### src/rtl/seq_gen.sv
// Purpose : serial pattern generator, sends a WIDTH-bit pattern MSB first, repeated max(count,1) times.
// Latency : first bit on dout one cycle after the start edge; done pulses one cycle after the last bit.
// Backpr. : none; start is accepted only in IDLE, abort cancels SHIFT/GAP, busy flags that start is ignored.
//
// Ports
//   clk        : single clock, all state changes on its rising edge
//   rst        : synchronous active-high reset
//   start      : begin transmission (sampled only in IDLE; abort wins when both high)
//   use_def    : at start, 1 selects DEF_PAT, 0 selects pattern
//   pattern    : WIDTH-bit pattern to send, MSB first
//   count      : repetitions, 0 is treated as 1
//   abort      : cancels transmission in SHIFT or GAP, no done pulse
//   dout       : serial data bit (0 whenever dout_valid is low)
//   dout_valid : dout carries a pattern bit this cycle
//   busy       : high in every state except IDLE
//   done       : one-cycle pulse after the last bit of the last repetition
//
// Build option
//   SEQ_GEN_GAP_EN : when defined, a one-cycle GAP state separates consecutive
//                    repetitions; when undefined, repetitions are back-to-back.
//
// All outputs are decoded from registered state only (Moore machine), so no
// input has a combinational path to any output.

module seq_gen #(
    parameter int               WIDTH   = 8,
    parameter logic [WIDTH-1:0] DEF_PAT = 8'b1010_1010
) (
    input  logic             clk,
    input  logic             rst,
    input  logic             start,
    input  logic             use_def,
    input  logic [WIDTH-1:0] pattern,
    input  logic [3:0]       count,
    input  logic             abort,
    output logic             dout,
    output logic             dout_valid,
    output logic             busy,
    output logic             done
);

    // Bit counter must hold WIDTH-1; keep at least one bit for WIDTH=2.
    localparam int            BW       = (WIDTH > 2) ? $clog2(WIDTH) : 1;
    localparam logic [BW-1:0] BIT_LAST = BW'(WIDTH - 1);

    typedef enum logic [1:0] {
        ST_IDLE  = 2'd0,
        ST_SHIFT = 2'd1,
`ifdef SEQ_GEN_GAP_EN
        ST_GAP   = 2'd2,
`endif
        ST_DONE  = 2'd3
    } state_t;

    state_t           state_q, state_d;
    logic [WIDTH-1:0] shift_q, shift_d;   // bits still to send in this repetition
    logic [WIDTH-1:0] hold_q,  hold_d;    // copy of the latched pattern for reloads
    logic [3:0]       rep_q,   rep_d;     // repetitions remaining, including the current one
    logic [BW-1:0]    bit_q,   bit_d;     // bits remaining in this repetition minus one

    // ------------------------------------------------------------------
    // State register
    // ------------------------------------------------------------------
    always_ff @(posedge clk) begin
        if (rst) begin
            state_q <= ST_IDLE;
            shift_q <= '0;
            hold_q  <= '0;
            rep_q   <= '0;
            bit_q   <= '0;
        end else begin
            state_q <= state_d;
            shift_q <= shift_d;
            hold_q  <= hold_d;
            rep_q   <= rep_d;
            bit_q   <= bit_d;
        end
    end

    // ------------------------------------------------------------------
    // Next-state logic
    // ------------------------------------------------------------------
    always_comb begin
        state_d = state_q;
        shift_d = shift_q;
        hold_d  = hold_q;
        rep_d   = rep_q;
        bit_d   = bit_q;

        case (state_q)
            ST_IDLE: begin
                // Abort takes priority over a simultaneous start.
                if (start && !abort) begin
                    shift_d = use_def ? DEF_PAT : pattern;
                    hold_d  = use_def ? DEF_PAT : pattern;
                    rep_d   = (count == 4'd0) ? 4'd1 : count;
                    bit_d   = BIT_LAST;
                    state_d = ST_SHIFT;
                end
            end

            ST_SHIFT: begin
                if (abort) begin
                    state_d = ST_IDLE;
                end else if (bit_q == '0) begin
                    if (rep_q > 4'd1) begin
                        // Last bit of a non-final repetition: restart from the
                        // held copy so later pattern input changes cannot leak in.
                        shift_d = hold_q;
                        rep_d   = rep_q - 4'd1;
                        bit_d   = BIT_LAST;
`ifdef SEQ_GEN_GAP_EN
                        state_d = ST_GAP;
`else
                        state_d = ST_SHIFT;
`endif
                    end else begin
                        state_d = ST_DONE;
                    end
                end else begin
                    shift_d = {shift_q[WIDTH-2:0], 1'b0};
                    bit_d   = bit_q - BW'(1);
                end
            end

`ifdef SEQ_GEN_GAP_EN
            ST_GAP: begin
                // Shift register was already reloaded on entry; just wait a cycle.
                state_d = abort ? ST_IDLE : ST_SHIFT;
            end
`endif

            ST_DONE: begin
                // Neither start nor abort is honoured here; done always completes.
                state_d = ST_IDLE;
            end

            default: begin
                state_d = ST_IDLE;
            end
        endcase
    end

    // ------------------------------------------------------------------
    // Moore outputs, decoded from registered state only
    // ------------------------------------------------------------------
    always_comb begin
        dout       = 1'b0;
        dout_valid = 1'b0;
        busy       = (state_q != ST_IDLE);
        done       = (state_q == ST_DONE);
        if (state_q == ST_SHIFT) begin
            dout       = shift_q[WIDTH-1];
            dout_valid = 1'b1;
        end
    end

endmodule

### config.mk
export PLATFORM = sky130hd
export DESIGN_NAME = seq_gen
export DESIGN_NICKNAME = d
export VERILOG_FILES = /design/src/rtl/seq_gen.sv
export SDC_FILE = /design/constraint.sdc
export NUM_CORES = 1
export LEC_CHECK = 0
export CAP_MARGIN = 20
export CORE_ASPECT_RATIO = 0.8
export CORE_MARGIN = 2
export CORE_UTILIZATION = 60
export CTS_BUF_LIST = sky130_fd_sc_hd__clkbuf_2 sky130_fd_sc_hd__clkbuf_4 sky130_fd_sc_hd__clkbuf_8
export CTS_CLUSTER_SIZE = 12
export DETAILED_ROUTE_END_ITERATION = 8
export PLACE_DENSITY = 0.9
export SYNTH_ARGS = -nofsm -noshare
export SYNTH_HDL_FRONTEND = slang
export SYNTH_SLANG_ARGS = --single-unit
### constraint.sdc
create_clock -name clk -period 2.88 [get_ports clk]
set_input_delay 0.576 -clock clk [delete_from_list [all_inputs] [get_ports clk]]
set_output_delay 0.576 -clock clk [all_outputs]
set_load 0.02 [all_outputs]
==> out/qor.log <==
[timing] Worst Clk Skew 0.00650 ns
[critical_path] kind of launch point of the worst setup path flip-flop
[timing] Slew Viols, Final 0
[detailed_routing] average wire per cell in the routed design 16.4 um
[floorplanning] site row count 15
[critical_path] worst setup path startpoint state_q[0]
[pwr] highest ir drop seen on vdd 494 uV
[critical_path] critical path endpoint category output pin
[detailed_routing] number of remaining DRC errors 0
[detailed_routing] Avg Vias per Cell 6.49
[timing] post-route clock period utilization 90.8%
[synth] largest cells by area after synthesis dfxtp_1 36%, a21oi_1 4.3%, nor2_1 4.3%, ha_1 3.6%, nand2_1 3.2%
[global_routing] leftover overflow at the end of global routing 0
[synth] synthesized instance count 161
[critical_path] CP Capture Point dout
[finish] share of layout cells above drive strength 1 15.6%
[floorplanning] placeable core region 2180 um^2
[finish] Post-layout nets 202
[synth] most numerous cell types in the synthesized netlist 25 x dfxtp_1, 16 x nor2_1, 12 x a21oi_1, 12 x nand2_1, 8 x o21ai_0
[timing] minimum period implied by the final worst setup slack 2.61 ns
[critical_path] count of buffer and inverter cells on the critical path 2
[synth] area of the mapped netlist 1390 um^2
[synth] top flip-flop cell by instance count after synthesis dfxtp_1
[critical_path] Crit path max-delay family buffers and inverters
[placed_design] HPWL reported at the end of detailed placement 2480 um
[synth] Post-synth ARST share 0%
[clocking] clock transition at the registers of the reported paths 0.13 ns
[clocking] Hold-fix buffers, CTS 0
[critical_path] stages on the worst setup path 4
[global_routing] wire length of the first global-routing pass 5530 um
[synth] cell with the most instances after synthesis dfxtp_1
[synth] Syn Area/Cell 8.64 um^2
[floorplanning] vertical die dimension 47.1 um
[placed_design] Port-buffer cells 20
[timing] Slew HR 53.3%
[timing] setup repair after global routing missed its margin false
[synth] Post-synth EDFFs 0
[synth] Synth warnings 0
[clocking] clk buf depth 2
[worst_hold_path] HP Class reg2reg
[timing] setup tns final 0 ns
[floorplanning] effective utilization at floorplan 63.9%
[clocking] quantity of gates resized following cts 0
[pwr] Pwr Density 444 nW/um^2
[finish] area added between synthesis and finish 16.5%
[synth] cell taking the most area after synthesis dfxtp_1
[global_routing] global routing usage summed across all routing layers 27.3%
[run_status] run status finished clean
[global_routing] initial antenna violation count 0
[critical_path] required time of the worst setup path 2.30 ns
[clocking] CTS Root Cell clkbuf_4
[timing] final setup vio count 0
[timing] max frequency 0.382 GHz
[clocking] count of H-tree levels built during CTS 1
[clocking] TritonCTS sink count 25
[detailed_routing] count of routing violations after the opening detailed-route iteration 66
[global_routing] maximum number of pins on one net before global-route repair 22
[clocking] Skew-Pair Late Insertion Delay 0.33 ns
[finish] final antenna diode count 0
[critical_path] class of the most critical setup path reg2out
[critical_path] CP arrival 2.04 ns
[clocking] clock tree from TritonCTS yes
[placed_design] routability-driven placement congestion ratio 0.824
[critical_path] source of the worst register-to-register timing path bit_q[0]
[finish] fill count 163
[pwr] total power 0.000720 W
[synth] fraction of post-synthesis cell area in the top cell type by area 36.0%
[critical_path] endpoint of the worst-slack reg-to-reg timing path shift_q[4]
[timing] Worst Max-Slew Pin Slew 0.694 ns
[global_routing] vias in the first global route 1223
[synth] Yosys reg bits 25
[floorplanning] floorplan die width 57.8 um
[clocking] clock buffers created by TritonCTS 3
[pwr] leakage power 0.602 nW
[detailed_routing] Antenna Nets Post-Route 0
[floorplanning] area enclosed by the die boundary 2720 um^2
[timing] count of endpoints failing hold in the final timing report 0
[critical_path] largest stage delay on the critical path 0.60 ns
[clocking] buffer count from post-CTS setup fixing 0
[critical_path] crit-path cells or2b_2 > clkinv_1 > and2_1 > clkdlybuf4s50_1
[critical_path] biggest fanout along the worst timing path 8
[detailed_routing] Total Wirelength 3360 um
[synth] distinct cell type count after synthesis 46
[detailed_routing] first-pass iteration count of the detailed router 4
[run] max_cap viols 0
[critical_path] library cell contributing the largest single delay on the critical path clkdlybuf4s50_1
[critical_path] reg2reg path depth 6
[synth] total nets after synthesis 182
[synth] sequential cell area fraction in the yosys report 36.0%
[detailed_routing] count of vias placed by the detailed router 1331
[critical_path] reg-to-reg setup timing slack 0.72 ns
[floorplanning] number of placed I/O pins 21
[state kept, by name, summed over array words and instances (netlist names)]
| register | flops |
|---|---|
| bit_q | 3 |
| hold_q | 8 |
| rep_q | 4 |
| shift_q | 8 |
| state_q | 2 |
[layout make-up]
class,count,area [um^2],share of cell area [%]
Timing Repair Buffer,23,223,13.7
Inverter,7,26.3,1.62
Sequential cell,25,500,30.9
Multi-Input combinational cell,121,813,50.2
Clock buffer,3,22.5,1.39
Clock inverter,1,5.00,0.309
Tap cell,25,31.3,1.93
[worst min path at each step]
stage | start | endpoint | cells after the start
6_report | bit_q[1] | bit_q[1] | 1
5_1_grt | bit_q[1] | bit_q[1] | 1
4_1_cts | bit_q[1] | bit_q[1] | 1
3_5_place_dp | bit_q[1] | bit_q[1] | 1
3_3_place_gp | bit_q[0] | bit_q[0] | 1
2_1_floorplan | bit_q[0] | bit_q[0] | 1
[stage by stage]
step,hold WS (ns),setup slack (ns),cell area (um^2),std cells,utilization [%]
6_report,0.484,0.266,1620,205,74.5
3_5_place_dp,0.455,0.637,1590,201,73.2
2_1_floorplan,0.438,1.04,1390,161,-
4_1_cts,0.486,0.260,1620,205,74.5
3_3_place_gp,0.452,0.662,1590,201,73.2
5_1_grt,0.512,0.141,1620,205,74.5
[routing by layer]
layer  global-route usage, %  routed length (um)  vias to the layer above
met1                    34.1                1400                      628
met2                    49.1                1630                       66
li1                        -                   -                      627
met4                    6.98                  63                        0
met3                    6.06                 265                       10
met5                       0                   0                        -
[cell usage in the layout, fill, tap and decap left out, types with 2 or more instances in the layout]
cell type | synthesis | routed
a211o_2 | 4 | 4
a211oi_1 | 5 | 5
a21oi_1 | 12 | 12
a311oi_1 | 5 | 5
and2_1 | 2 | 2
and3b_2 | 4 | 4
buf_4 | 0 | 3
clkbuf_4 | 0 | 3
clkdlybuf4s50_1 | 0 | 20
dfxtp_1 | 25 | 25
ha_1 | 4 | 4
inv_1 | 6 | 6
mux2_2 | 3 | 3
mux2i_1 | 4 | 4
nand2_1 | 12 | 12
nand3b_1 | 2 | 2
nand4_1 | 4 | 4
nor2_1 | 16 | 16
nor2b_1 | 3 | 3
nor3_1 | 5 | 5
nor4_1 | 2 | 2
o21a_1 | 2 | 2
o21ai_0 | 8 | 8
or2_2 | 2 | 2
or3_1 | 3 | 3
[power breakdown]
part / leakage (nW) / total (W) / internal, W / switching (W)
clock network: 0.0177 / 0.000162 / 0.0000522 / 0.000110
logic: 0.379 / 0.000172 / 0.0000801 / 0.0000914
registers: 0.205 / 0.000387 / 0.000369 / 0.0000176
[cells by family after synthesis]
| logic type | count (synthesis) | synth area share, % |
|---|---|---|
| xor gates and xnor gates | 1 | 0.630 |
| muxes | 7 | 5.31 |
| adders and majority gates | 4 | 3.60 |
| buffers and inverters | 15 | 5.57 |
| and+or+nand+nor | 65 | 26.9 |
| AOI/OAI and AO/OA | 44 | 22.0 |
| DFF | 25 | 36.0 |
No activity file was read; power rests on OpenSTA's default activity.
